`config.mk`:
```
export PLATFORM = sky130hd
export DESIGN_NAME = inst_fetch_unit
export DESIGN_NICKNAME = d
export VERILOG_FILES = /design/src/rtl/inst_fetch_unit.sv
export SDC_FILE = /design/constraint.sdc
export NUM_CORES = 1
export LEC_CHECK = 0
export ABC_CLOCK_PERIOD_IN_PS = 8700
export CAP_MARGIN = 40
export CORE_ASPECT_RATIO = 0.9
export CORE_MARGIN = 1.5
export CORE_UTILIZATION = 45
export CTS_CLUSTER_SIZE = 16
export DETAILED_ROUTE_END_ITERATION = 6
export HOLD_SLACK_MARGIN = 0.08
export PLACE_DENSITY = 0.86
export SYNTH_ARGS = -nofsm -noshare
export SYNTH_HDL_FRONTEND = slang
export SYNTH_SLANG_ARGS = --single-unit
```
`constraint.sdc`:
```
create_clock -name clk -period 8.7 [get_ports clk]
set_input_delay 2.175 -clock clk [delete_from_list [all_inputs] [get_ports clk]]
set_output_delay 2.175 -clock clk [all_outputs]
set_load 0.02 [all_outputs]
```
`src/rtl/inst_fetch_unit.sv`:
```
// Purpose: RV64I fetch stage; owns the PC, issues one imem request at a time, presents a registered instruction to decode.
// Latency: request handshake to inst_valid = memory latency + 1 cycle; zero-wait memory yields one instruction per 3 cycles.
// Backpressure: the request address is held until imem_req_ready; the instruction is held in HOLD until inst_ready.
//
// Ports:
//   clk, rst_n                     clock and synchronous active-low reset
//   imem_req_valid/ready/addr      fetch request channel (addr = pc, word aligned)
//   imem_rsp_valid/data/error      fetch response channel (one response per accepted request)
//   inst_valid/ready               instruction handshake toward decode
//   inst, inst_pc, inst_pc_plus4   instruction and its PC / PC+4 (mod 2^64)
//   fetch_fault, fetch_misalign    trap flags, qualified by inst_valid
//   redirect_valid/target          taken branch/jump, loads a new PC
// Build option: FETCH_MISALIGN_TRAP_EN turns a misaligned redirect into a fetch_misalign trap
// instead of silently clearing target[1:0].
module inst_fetch_unit #(
  parameter logic [63:0] RESET_PC = 64'h0000_0000_0040_0000,
  parameter logic [31:0] NOP_INST = 32'h0000_0013
) (
  input  logic        clk,
  input  logic        rst_n,
  output logic        imem_req_valid,
  input  logic        imem_req_ready,
  output logic [63:0] imem_req_addr,
  input  logic        imem_rsp_valid,
  input  logic [31:0] imem_rsp_data,
  input  logic        imem_rsp_error,
  output logic        inst_valid,
  input  logic        inst_ready,
  output logic [31:0] inst,
  output logic [63:0] inst_pc,
  output logic [63:0] inst_pc_plus4,
  output logic        fetch_fault,
  output logic        fetch_misalign,
  input  logic        redirect_valid,
  input  logic [63:0] redirect_target
);

  typedef enum logic [1:0] {
    S_REQ       = 2'd0,
    S_WAIT      = 2'd1,
    S_WAIT_KILL = 2'd2,
    S_HOLD      = 2'd3
  } state_t;

  state_t      state;
  logic [63:0] pc;
  logic        stale_q;      // HOLD entered with a killed response still in flight
  logic        req_hs;
  logic        rsp_owed;     // memory still owes a response after this cycle
  logic        tgt_misalign;
  logic [63:0] target;

`ifdef FETCH_MISALIGN_TRAP_EN
  assign tgt_misalign = (redirect_target[1:0] != 2'b00);
  assign target       = redirect_target;
`else
  assign tgt_misalign = 1'b0;
  assign target       = redirect_target & ~64'h3;
`endif

  // Request valid is gated by rst_n so nothing is offered while reset is held.
  assign imem_req_valid = rst_n && (state == S_REQ);
  assign imem_req_addr  = pc;
  assign req_hs         = imem_req_valid && imem_req_ready;
  assign inst_pc_plus4  = inst_pc + 64'd4;

  assign rsp_owed = req_hs ||
                    (((state == S_WAIT) || (state == S_WAIT_KILL) || stale_q) && !imem_rsp_valid);

  always_ff @(posedge clk) begin
    if (!rst_n) begin
      state          <= S_REQ;
      pc             <= RESET_PC;
      inst_valid     <= 1'b0;
      inst           <= NOP_INST;
      inst_pc        <= RESET_PC;
      fetch_fault    <= 1'b0;
      fetch_misalign <= 1'b0;
      stale_q        <= 1'b0;
    end else begin
      if (stale_q && imem_rsp_valid) begin
        stale_q <= 1'b0;
      end
      if (redirect_valid) begin
        pc <= target;
        if (tgt_misalign) begin
          // Trap in place of a fetch: present a NOP carrying the bad PC.
          state          <= S_HOLD;
          inst_valid     <= 1'b1;
          inst           <= NOP_INST;
          inst_pc        <= target;
          fetch_fault    <= 1'b0;
          fetch_misalign <= 1'b1;
          stale_q        <= rsp_owed;
        end else begin
          inst_valid     <= 1'b0;
          inst           <= NOP_INST;
          fetch_fault    <= 1'b0;
          fetch_misalign <= 1'b0;
          case (state)
            S_REQ:               state <= req_hs ? S_WAIT_KILL : S_REQ;
            // A response landing in the redirect cycle is the one we were
            // waiting for; dropping it leaves nothing outstanding.
            S_WAIT, S_WAIT_KILL: state <= imem_rsp_valid ? S_REQ : S_WAIT_KILL;
            default:             state <= rsp_owed ? S_WAIT_KILL : S_REQ;
          endcase
        end
      end else begin
        case (state)
          S_REQ: begin
            if (req_hs) begin
              state <= S_WAIT;
            end
          end
          S_WAIT: begin
            if (imem_rsp_valid) begin
              inst           <= imem_rsp_data;
              fetch_fault    <= imem_rsp_error;
              fetch_misalign <= 1'b0;
              inst_pc        <= pc;
              inst_valid     <= 1'b1;
              state          <= S_HOLD;
            end
          end
          S_WAIT_KILL: begin
            if (imem_rsp_valid) begin
              state <= S_REQ;
            end
          end
          default: begin
            if (inst_ready) begin
              pc             <= pc + 64'd4;
              inst_valid     <= 1'b0;
              inst           <= NOP_INST;
              fetch_fault    <= 1'b0;
              fetch_misalign <= 1'b0;
              state          <= rsp_owed ? S_WAIT_KILL : S_REQ;
            end
          end
        endcase
      end
    end
  end

endmodule

```
# After elaboration in Yosys (flattened, before gate mapping)

Cells that the tools add are included.

$add $sub $neg: 2
Multiply operators: 0
Div/mod/pow operators: 0
Order comparisons: 0
Equality and inequality tests: 7
Shifts and indexed selects: 0
Muxes and demuxes: 23
Bitwise operators: 4
Reduce and logical (&&, ||, !) cells: 19

Operators with widths:

| operator                                             | number |
|---|---|
| 2-to-1 mux 64 bit                                    | 3 |
| adder 64 x 3 -> 64 bit (second input constant)       | 2 |
| 2-to-1 mux 32 bit                                    | 2 |
| case mux 32 bit (2 select lines)                     | 1 |
| 2-to-1 mux 2 bit                                     | 8 |
| != test 3 bit (second input constant)                | 3 |
| case mux 1 bit (2 select lines)                      | 3 |
| case mux 2 bit (3 select lines)                      | 1 |
| AND reduction 3 bit                                  | 2 |
| OR reduction 2 bit                                   | 3 |
| nonzero test 5 bit                                   | 1 |
| 2-to-1 mux 1 bit                                     | 4 |
| inverter 1 bit                                       | 4 |
| case mux 2 bit (2 select lines)                      | 1 |
| AND reduction 2 bit                                  | 2 |
| AND reduction 4 bit                                  | 1 |
| nonzero test 2 bit                                   | 2 |
| logical AND 1 bit                                    | 3 |
| OR reduction 3 bit                                   | 1 |
| equality test 2 x 1 -> 1 bit (second input constant) | 1 |
| equality test 2 bit (second input constant)          | 1 |
| logical NOT 2 bit                                    | 1 |
| logical OR 1 bit                                     | 2 |
| != test 2 x 1 -> 1 bit (second input constant)       | 1 |
| other kinds (2)                                      | 2 |

Flip-flop bits (word level): 165
Latch bits: 0
Bits in writable memories: 0
Memory bits (read-only): 0
Input port bits: 103
Output and inout bits: 228
Word-level logic and storage cells: 63
Memories kept: 0

# Logic depth before layout (Yosys ltp)

Gate-level depths: netlist (run 1).

Depth after elaboration: 8
Depth in mapped cells: 8
Mapped depth without buffers: 7

# Worst setup path before layout (run 1)

No wires, ideal clock.

Path kind: input-to-output
From: in rst_n
To: out imem_req_valid
Arrival: 3.160 ns
Required time: 6.525 ns
Path slack: 3.365 ns
Stages: 4
Path buffers: 3
Cells stage by stage: clkbuf_1 -> clkbuf_1 -> clkbuf_1 -> and2_1

Word-level cells in the longest chain between the ends: 1

Ends and longest elaborated chain:

| element           | line | text |
|---|---|---|
| from (decl)       | 20   | `input logic rst_n,` |
| logical AND 1 bit | 62   | `assign imem_req_valid = rst_n && (state == S_REQ);` |
| to (decl)         | 21   | `output logic imem_req_valid,` |

No other way between the ends.

# Worst setup path after layout (run 1)

From: reg inst_pc[26]
To: out inst_pc_plus4[63]

Word-level cells in the longest chain between the ends: 1

Ends and longest elaborated chain:

| element                | line | text |
|---|---|---|
| from (decl)            | 30   | `output logic [63:0] inst_pc,` |
| from (signal assigned) | 91   | `inst_pc <= target;` |
| from (signal assigned) | 120  | `inst_pc <= pc;` |
| adder 64 x 3 -> 64 bit | 65   | `assign inst_pc_plus4 = inst_pc + 64'd4;` |
| to (decl)              | 31   | `output logic [63:0] inst_pc_plus4,` |

No other way between the ends.

==> key figures, run 1 <==
Timing
  – Worst rel slew slack: 36.0%
  – Final TNS setup: 0 ps
  – Final Hold Vio Count: 0
  – Fin crit share: 68.7%
  – Tmin final: 5980 ps
  – Slew Viols, Final: 0
  – Max Clock Freq: 167 MHz
  – Final Setup Violations: 0
  – Clk_skew: 16.1 ps
  – Slew @ Worst Pin: 951 ps
  – RSZ-0062 raised after global routing: false

Logic synthesis
  – Most common cell in the netlist: nand2_1
  – Post-synth top cells: nand2_1 (211), dfxtp_1 (160), nand3_1 (93)
  – Mapped cell area: 8570 um^2
  – Top cell type's share of synthesized area: 37.4%
  – Mapped Avg Cell Area: 7.68 um^2
  – Netlist cell types: 49
  – Post-synthesis register bit count: 160
  – Synth Warn #: 0
  – Main synth FF type: dfxtp_1
  – Mapped Cells: 1116
  – Area leader, netlist: dfxtp_1
  – Top cells by area, synth: dfxtp_1 (37%), nand2_1 (9.2%), xnor2_1 (6.2%)
  – Synth async-reset ratio: 0%
  – Register area share after synthesis: 37.4%
  – EDFF count, synth: 0

Route
  – Final wirelength: 29300 um
  – Wire per inst: 17.7 um
  – Via count: 9376
  – Drc violations: 0
  – Drt initial violations: 710
  – Detail Route Antenna Nets: 0
  – DR pass1 iterations: 5
  – Routed vias/inst: 5.65

Finish
  – Synthesis-to-layout area growth: 46.3%
  – Nets: 1508
  – Layout cell share with drive strength beyond 1: 3.97%
  – Final Cell Area: 12500 um^2

Pwr
  – Power density over the cells: 142 nW/um^2
  – Leak pwr: 4.15 nW
  – Max VDD drop: 0.135 mV

Clock network
  – CTS Buf Count: 17
  – Post-CTS Resized: 0
  – Hold-fix buffers at CTS: 0
  – Sink Count: 160
  – Root buffer cell: clkbuf_16
  – Htree depth: 4
  – Post-CTS Setup Inserts: 0
  – Clock Latency Late Sink: 430 ps
  – CTS tree: built
  – CTS max path bufs: 2
  – Worst-path clk slew: 60 ps

Place
  – Port bufs: 321
  – RD Place Congestion: 0.957
  – Detailed placement HPWL: 21700 um
  – DP Area: 11900 um^2

Die
  – Die area: 19900 um^2
  – Die height: 134 um
  – Std-Cell Rows: 47
  – Initial core utilization: 46.3%
  – IO Pins: 331
  – Die Wd: 148 um
  – Core Footprint: 18500 um^2

Global routing
  – Aggregate global routing overflow: 0
  – Vias in the first global route: 8705
  – First-pass GRT wire length: 45700 um
  – Pin count of the biggest net entering global routing: 104
  – Total track usage: 28.9%
  – Antenna violations before repair: 3

Worst setup path
  – Startpoint Class: flop
  – Worst setup EP type: output port
  – Worst Path Required: 6530 ps
  – Crit Path Max Fanout: 8
  – CP Data Arrival Time: 3800 ps
  – Setup CP Type: reg2out

Run
  – Max cap viols: 0

Min path
  – Hold Path Class: reg2reg

Run status
  – Status: complete, no violations
## path summary, 6_finish.rpt
kind,endpoint,depth (start not counted),slack [ps],startpoint
worst max-delay path,inst_pc_plus4[63],6,2720,inst_pc[26]
worst min register to register,inst[11],2,450,inst[11]
worst max register to register,imem_req_addr[50],6,5710,state[0]
worst min-delay path,inst[11],2,450,inst[11]
## per-layer routing
metal,share of wire [%],track usage (%)
met2,48,47.2
met5,0,0
met4,3.6,12.8
met3,9.0,8.61
met1,40,35.2
## cell families after synthesis
kind of cell | Yosys count | share of synthesized area (%)
mux | 4 | 0.482
flops | 160 | 37.4
compound gates | 215 | 15.7
xor+xnor | 102 | 10.4
simple gates | 529 | 30.4
buf+inv | 99 | 4.73
fa+ha+maj | 6 | 0.876
other cells | 1 | 0.0438
## report_power, final
part	leakage (nW)	switching [mW]	internal (mW)
sequential	1.31	0.0444	0.756
clock	0.274	0.313	0.433
combinational	2.57	0.116	0.117
## cells in the final DEF (no fill, tap or decap), drive strengths merged, types with 15 or more instances in the layout
master / synthesis / routed
clkdlybuf4s50: 0 / 320
nand4: 50 / 50
nand3: 93 / 93
a21boi: 61 / 61
xor2: 41 / 41
nor2: 47 / 47
nor3: 26 / 26
clkbuf: 67 / 21
nor4: 27 / 27
inv: 21 / 23
nand2: 211 / 211
o21ai: 59 / 59
xnor2: 61 / 61
buf: 11 / 15
a21oi: 61 / 61
dfxtp: 160 / 160
## state kept, by name (all words and copies together) (netlist names)
signal	count
inst_pc	62
imem_req_addr	62
state	2
inst_valid	1
fetch_fault	1
inst	32
## worst max-delay path, stage by stage (launching register included)
cell and delay [ps]:
dfxtp_1 460, nand4_1 170, nor4_1 840, nand4_1 640, nor3_1 420, xor2_1 210
clkdlybuf4s50_1 630
## layout make-up
cell class,count,area [um^2]
inverters,21,78.8
diodes,3,7.51
fillers,1503,5990
repair buffers,336,3350
clock inverters,11,131
multi-input cells,863,5000
flip-flops and latches,160,3200
clock buffers,21,450
well taps,245,307
## stage by stage
step                hold slack, ps  power, mW  util (%)  instances  worst slack, ps
floorplan                      511      0.919         -       1122             3360
global placement               437       1.04      64.2       1622             2770
detailed placement             445       1.05      64.5       1625             3100
CTS                            450       1.79      67.6       1657             2770
global route                   468       1.84      67.7       1660             2470
finish                         449       1.78      67.7       1660             2720
(Power assumes the default switching activity.)
==> run 2, diff against run 1 <==
==> config.mk (replaced) <==
export PLATFORM = sky130hd
export DESIGN_NAME = inst_fetch_unit
export DESIGN_NICKNAME = d
export VERILOG_FILES = /design/src/rtl/inst_fetch_unit.sv
export SDC_FILE = /design/constraint.sdc
export NUM_CORES = 1
export LEC_CHECK = 0
export ABC_CLOCK_PERIOD_IN_PS = 5490
export CAP_MARGIN = 40
export CORE_ASPECT_RATIO = 0.9
export CORE_MARGIN = 1.5
export CORE_UTILIZATION = 40
export CTS_CLUSTER_SIZE = 16
export DETAILED_ROUTE_END_ITERATION = 6
export HOLD_SLACK_MARGIN = 0.08
export PLACE_DENSITY = 0.81
export SYNTH_ARGS = -nofsm -noshare
export SYNTH_HDL_FRONTEND = slang
export SYNTH_SLANG_ARGS = --single-unit
==> constraint.sdc (replaced) <==
create_clock -name clk -period 5.49 [get_ports clk]
set_input_delay 1.3725 -clock clk [delete_from_list [all_inputs] [get_ports clk]]
set_output_delay 1.3725 -clock clk [all_outputs]
set_load 0.02 [all_outputs]
==> key figures, run 2 (synthesis gave the netlist of run 1 again) <==
Min path
  – WHS Endpoint: inst[26]
  – Hold path depth: 2 (unchanged)
  – Min-Delay Startpoint: inst[26]
  – Hold Path Class: reg2reg

Route
  – Via count: 9351 (-0.27%)
  – Drc violations: 0 (unchanged)
  – Detail Route Antenna Nets: 0 (unchanged)
  – Final wirelength: 30600 um (+4.4%)
  – Wire per inst: 18.0 um (+1.9%)
  – Drt initial violations: 713 (+0.42%)
  – Routed vias/inst: 5.50 (-2.7%)
  – DR pass1 iterations: 5 (unchanged)

Clock network
  – Sink Count: 160 (unchanged)
  – CTS Buf Count: 17 (unchanged)
  – Post-CTS Setup Inserts: 0 (unchanged)
  – Htree depth: 4 (unchanged)
  – CTS max path bufs: 2 (unchanged)
  – CTS tree: built
  – Worst-path clk slew: 60 ps (about the same)
  – Clock Latency Late Sink: 430 ps (about the same)
  – Hold-fix buffers at CTS: 0 (unchanged)
  – Root buffer cell: clkbuf_16
  – Post-CTS Resized: 0 (unchanged)

Worst setup path
  – Most common cell on crit path: nand4_1
  – CP Data Arrival Time: 3790 ps (about the same)
  – Worst r2r dst: imem_req_addr[50]
  – Reg2reg setup slack: 2650 ps (-3060 ps)
  – Crit Path Max Fanout: 8 (unchanged)
  – Setup CP Type: reg2out
  – CP max stage delay: 820 ps (-20 ps)
  – Worst Path Required: 4120 ps (-2410 ps)
  – Crit-path slowest cell: nor4_2
  – Crit-path cells: nand4_1 > nor4_2 > nand4_1 > nor3_1 > xor2_1 > clkdlybuf4s50_1
  – Reg2Reg Depth: 5 (-1)
  – Worst setup EP type: output port
  – Setup crit start: inst_pc[5]
  – Startpoint Class: flop
  – FF-to-FF Start: imem_req_addr[12]

Global routing
  – Aggregate global routing overflow: 0 (unchanged)
  – Total track usage: 27.0% (-1.9 points)
  – First-pass GRT wire length: 47400 um (+3.7%)
  – Vias in the first global route: 8776 (+0.82%)
  – Antenna violations before repair: 1 (-2)
  – Pin count of the biggest net entering global routing: 70 (-33%)

Timing
  – Worst rel slew slack: 43.8% (+7.7 points)
  – Fin crit share: 94.0%
  – RSZ-0062 raised after global routing: false
  – Final TNS setup: 0 ps (unchanged)
  – Tmin final: 5160 ps
  – Clk_skew: 12.5 ps (-3.64 ps)
  – Final hold slack: 448 ps (-1.45 ps)
  – Final Setup Violations: 0 (unchanged)
  – Final Hold Vio Count: 0 (unchanged)
  – Slew @ Worst Pin: 836 ps (-115 ps)
  – Max Clock Freq: 194 MHz
  – Slew Viols, Final: 0 (unchanged)

Die
  – Die area: 22300 um^2 (+12%)
  – Die Wd: 157 um (+5.9%)
  – Std-Cell Rows: 50 (+6.4%)
  – Die height: 142 um (+5.9%)
  – IO Pins: 331 (unchanged)
  – Initial core utilization: 41.0% (-5.2 points)
  – Core Footprint: 20900 um^2 (+13%)

Finish
  – Final Cell Area: 12600 um^2 (+0.70%)
  – Layout cell share with drive strength beyond 1: 4.31% (+0.35 points)
  – Fill cells: 1842 (+23%)
  – Commonest cells after routing, fill and taps aside: clkdlybuf4s50_1 (320), nand2_1 (211), dfxtp_1 (160)
  – Nets: 1510 (+0.13%)
  – Commonest non-fill, non-tap cell in the layout: clkdlybuf4s50_1
  – Synthesis-to-layout area growth: 47.3%

Pwr
  – Net Sw Power: 0.788 mW (+66%)
  – Max VDD drop: 0.250 mV (+85%)
  – Sequential power share: 43.6% (-1.4 points)
  – Power density over the cells: 231 nW/um^2 (+63%)
  – Comb pwr share: 12.6% (-0.5 points)
  – Sw Share: 27.1% (+0.46 points)
  – Leak pwr: 4.18 nW (+0.79%)
  – Clock share of power: 43.8% (+1.9 points)
  – Internal: 2.12 mW (+63%)
  – Total power: 2.91 mW (+64%)

Place
  – Detailed placement HPWL: 22400 um (+3.5%)
  – RD Place Congestion: 0.923 (-3.6%)
  – Port bufs: 321 (unchanged)
  – DP Area: 12000 um^2 (+0.40%)

Run status
  – Status: complete, no violations

Run
  – Max cap viols: 0 (unchanged)
-- run 2: cell types whose count changed in the layout (fill, tap and decap cells not counted) --
cell / change
clkinv_4: -1
inv_6: +5
clkinvlp_4: -2
clkbuf_1: -3
clkdlybuf4s15_2: -1
buf_4: +4
diode_2: -2
inv_8: +1
buf_12: +1
buf_8: -1
bufinv_16: +1
clkinv_2: -1
buf_16: -1
-- run 2: power groups by stage --
stage / clock network (mW) / registers [mW] / logic, mW
floorplan: 0 / 1.31 / 0.145
global placement: 0 / 1.29 / 0.361
detailed placement: 0 / 1.29 / 0.367
CTS: 1.29 / 1.27 / 0.369
global route: 1.34 / 1.28 / 0.395
finish: 1.27 / 1.27 / 0.367
-- run 2: how the worst max path moves through the flow --
stage | end | slack [ps] | depth (start not counted)
4_1_cts | inst_pc_plus4[63] | 390 | 6
3_3_place_gp | inst_pc_plus4[63] | 940 | 6
6_report | inst_pc_plus4[63] | 330 | 6
5_1_grt | inst_pc_plus4[63] | 200 | 6
2_1_floorplan | inst_pc_plus4[63] | 1620 | 6
3_5_place_dp | inst_pc_plus4[63] | 860 | 6
-- run 2: worst max-delay path: cells and delay by family (launching register included) --
kind / cells / cell delay, ps
xor gates and xnor gates: 1 / 170
buffers and inverters: 1 / 610
DFF: 1 / 470
and+or+nand+nor: 4 / 2100
-- run 2: area by class of cell --
class                      count  area [um^2]  area share [%]
inverter                      21         78.8           0.625
multi-input combinational    863         5000            39.6
timing repair buffer         338         3350            26.5
antenna                        1         2.50          0.0198
sequential                   160         3200            25.4
tap                          286          358            2.84
clock inverter                14          188            1.49
clock buffer                  18          439            3.48
-- run 2: routing by layer --
metal  wire, um  track usage, %  part of all wire (%)  vias up
met1      12600            33.2                    41     4381
li1           -               -                     -     4491
met5         11               0                 0.036        -
met3       2760            7.45                   9.0       57
met2      14400            45.0                    47      420
met4        812            10.1                   2.7        2
-- run 2: per-stage QoR --
step	setup slack [ps]	instances	utilization, %
6_report	332	1701	60.4
2_1_floorplan	1620	1122	-
3_3_place_gp	939	1667	57.3
4_1_cts	385	1700	60.4
3_5_place_dp	860	1668	57.4
5_1_grt	196	1700	60.4
==> run 3, diff against run 2 <==
--- a/config.mk
+++ b/config.mk
@@ -7,13 +7,15 @@
 export LEC_CHECK = 0
 export ABC_CLOCK_PERIOD_IN_PS = 5490
 export CAP_MARGIN = 40
+export CELL_PAD_IN_SITES_DETAIL_PLACEMENT = 0
+export CELL_PAD_IN_SITES_GLOBAL_PLACEMENT = 2
 export CORE_ASPECT_RATIO = 0.9
 export CORE_MARGIN = 1.5
-export CORE_UTILIZATION = 40
+export CORE_UTILIZATION = 22
 export CTS_CLUSTER_SIZE = 16
 export DETAILED_ROUTE_END_ITERATION = 6
 export HOLD_SLACK_MARGIN = 0.08
-export PLACE_DENSITY = 0.81
+export PLACE_DENSITY = 0.82
 export SYNTH_ARGS = -nofsm -noshare
 export SYNTH_HDL_FRONTEND = slang
 export SYNTH_SLANG_ARGS = --single-unit
==> key figures, run 3 (synthesis gave the netlist of run 1 again) <==
Clock network
  – Worst-path clk slew: 70 ps (about the same)
  – Htree depth: 4 (unchanged)
  – CTS Buf Count: 17 (unchanged)
  – Clock Latency Late Sink: 450 ps (+20 ps)
  – Post-CTS Resized: 0 (unchanged)
  – Hold-fix buffers at CTS: 0 (unchanged)
  – CTS tree: built
  – CTS max path bufs: 2 (unchanged)
  – Root buffer cell: clkbuf_16
  – Post-CTS Setup Inserts: 0 (unchanged)
  – Sink Count: 160 (unchanged)

Timing
  – Slew @ Worst Pin: 847 ps (+11.0 ps)
  – Final Setup Violations: 0 (unchanged)
  – Final TNS setup: 0 ps (unchanged)
  – Fin crit share: 92.0% (-1.9 points)
  – Clk_skew: 13.1 ps (+0.559 ps)
  – Tmin final: 5050 ps (-106 ps)
  – Worst rel slew slack: 43.0% (-0.74 points)
  – Slew Viols, Final: 0 (unchanged)
  – Final Hold Vio Count: 0 (unchanged)
  – Final hold slack: 449 ps (+1.40 ps)
  – Max Clock Freq: 198 MHz (+2.1%)
  – RSZ-0062 raised after global routing: false

Global routing
  – Total track usage: 17.1% (-9.9 points)
  – Pin count of the biggest net entering global routing: 82 (+17%)
  – First-pass GRT wire length: 52800 um (+12%)
  – Vias in the first global route: 8642 (-1.5%)
  – Aggregate global routing overflow: 0 (unchanged)
  – Antenna violations before repair: 3 (+2)

Die
  – Core Footprint: 38400 um^2 (+84%)
  – IO Pins: 331 (unchanged)
  – Die height: 190 um (+34%)
  – Die Wd: 211 um (+34%)
  – Initial core utilization: 22.3% (-19 points)
  – Std-Cell Rows: 68 (+36%)
  – Die area: 40100 um^2 (+80%)

Worst setup path
  – Reg2reg setup slack: 2580 ps (-70 ps)
  – Worst Path Required: 4120 ps (about the same)
  – CP Data Arrival Time: 3680 ps (-110 ps)
  – Worst setup EP type: output port
  – Crit Path Max Fanout: 7 (-1)
  – Startpoint Class: flop
  – Setup CP Type: reg2out

Route
  – Wire per inst: 17.8 um (-0.81%)
  – DR pass1 iterations: 4 (-1)
  – Drc violations: 0 (unchanged)
  – Final wirelength: 34700 um (+13%)
  – Drt initial violations: 469 (-34%)
  – Routed vias/inst: 4.70 (-15%)
  – Via count: 9138 (-2.3%)
  – Detail Route Antenna Nets: 0 (unchanged)

Pwr
  – Max VDD drop: 0.226 mV (-9.8%)
  – Power density over the cells: 218 nW/um^2 (-5.5%)
  – Total power: 2.81 mW (-3.6%)
  – Internal: 1.97 mW (-7.0%)
  – Clock share of power: 41.4% (-2.4 points)
  – Leak pwr: 4.16 nW (-0.37%)
  – Sw Share: 29.6% (+2.6 points)
  – Comb pwr share: 13.2% (+0.6 points)
  – Sequential power share: 45.4% (+1.8 points)
  – Net Sw Power: 0.831 mW (+5.5%)

Finish
  – Fill cells: 4104 (+120%)
  – Area of the multi-input gates: 5000 um^2 (unchanged)
  – Commonest cells after routing, fill and taps aside: clkdlybuf4s50_1 (319), nand2_1 (211), dfxtp_1 (160)
  – Commonest non-fill, non-tap cell in the layout: clkdlybuf4s50_1
  – Nets: 1516 (+0.40%)
  – Layout cell share with drive strength beyond 1: 4.72% (+0.40 points)
  – N_diodes: 0 (-1)
  – Synthesis-to-layout area growth: 50.1%
  – Sequential cell area: 3200 um^2 (unchanged)

Min path
  – Hold Path Class: reg2reg

Run status
  – Status: complete, no violations

Place
  – Detailed placement HPWL: 26200 um (+17%)
  – RD Place Congestion: 0.819 (-11%)
  – Port bufs: 321 (unchanged)

Run
  – Max cap viols: 0 (unchanged)
-- run 3: cell types whose count changed in the layout (fill, tap and decap cells not counted), sizes merged --
cell / before / now
diode: 1 / 0
clkinvlp: 1 / 3
clkdlybuf4s50: 320 / 319
inv: 29 / 30
buf: 18 / 25
bufinv: 3 / 0
-- run 3: power groups by stage --
stage	clock (mW)	sequential [mW]	combinational (mW)
floorplan	0	1.31	0.145
global placement	0	1.30	0.373
detailed placement	0	1.30	0.375
CTS	1.20	1.27	0.377
global route	1.25	1.28	0.401
finish	1.16	1.27	0.371
-- run 3: layout make-up --
type	instances	share of cell area (%)
inverters	21	0.613
multi-input cells	863	38.9
clock buffers	18	3.34
flip-flops and latches	160	24.9
repair buffers	344	26.2
well taps	525	5.11
clock inverters	14	0.934
-- run 3: metrics by stage --
stage / std cells / cell area [um^2] / utilization, % / setup WS (ps)
floorplan: 1122 / 8590 / - / 1620
global placement: 1912 / 12300 / 32.1 / 893
detailed placement: 1913 / 12300 / 32.1 / 878
CTS: 1945 / 12900 / 33.5 / 371
global route: 1945 / 12900 / 33.5 / 20.6
finish: 1945 / 12900 / 33.5 / 438
-- run 3: worst paths after layout --
check / startpoint / end / cells past startpoint
min reg2reg: inst[2] / inst[2] / 2
min: inst[2] / inst[2] / 2
max reg2reg: imem_req_addr[12] / imem_req_addr[50] / 5
max: inst_pc[26] / inst_pc_plus4[52] / 6
-- run 3: layer usage --
layer,global-route usage [%],part of all wire (%),wire length [um]
met2,25.5,43,14900
met1,23.9,48,16800
met5,0,0.12,41
met4,3.35,0.78,271
met3,5.60,7.7,2670
-- run 3: worst max-delay path, cell delays in order (launching register included) --
cell	delay, ps
dfxtp_1	450
nand4_1	190
nor4_1	770
nand4_1	640
nor3_1	370
xor2_1	180
clkdlybuf4s50_1	620
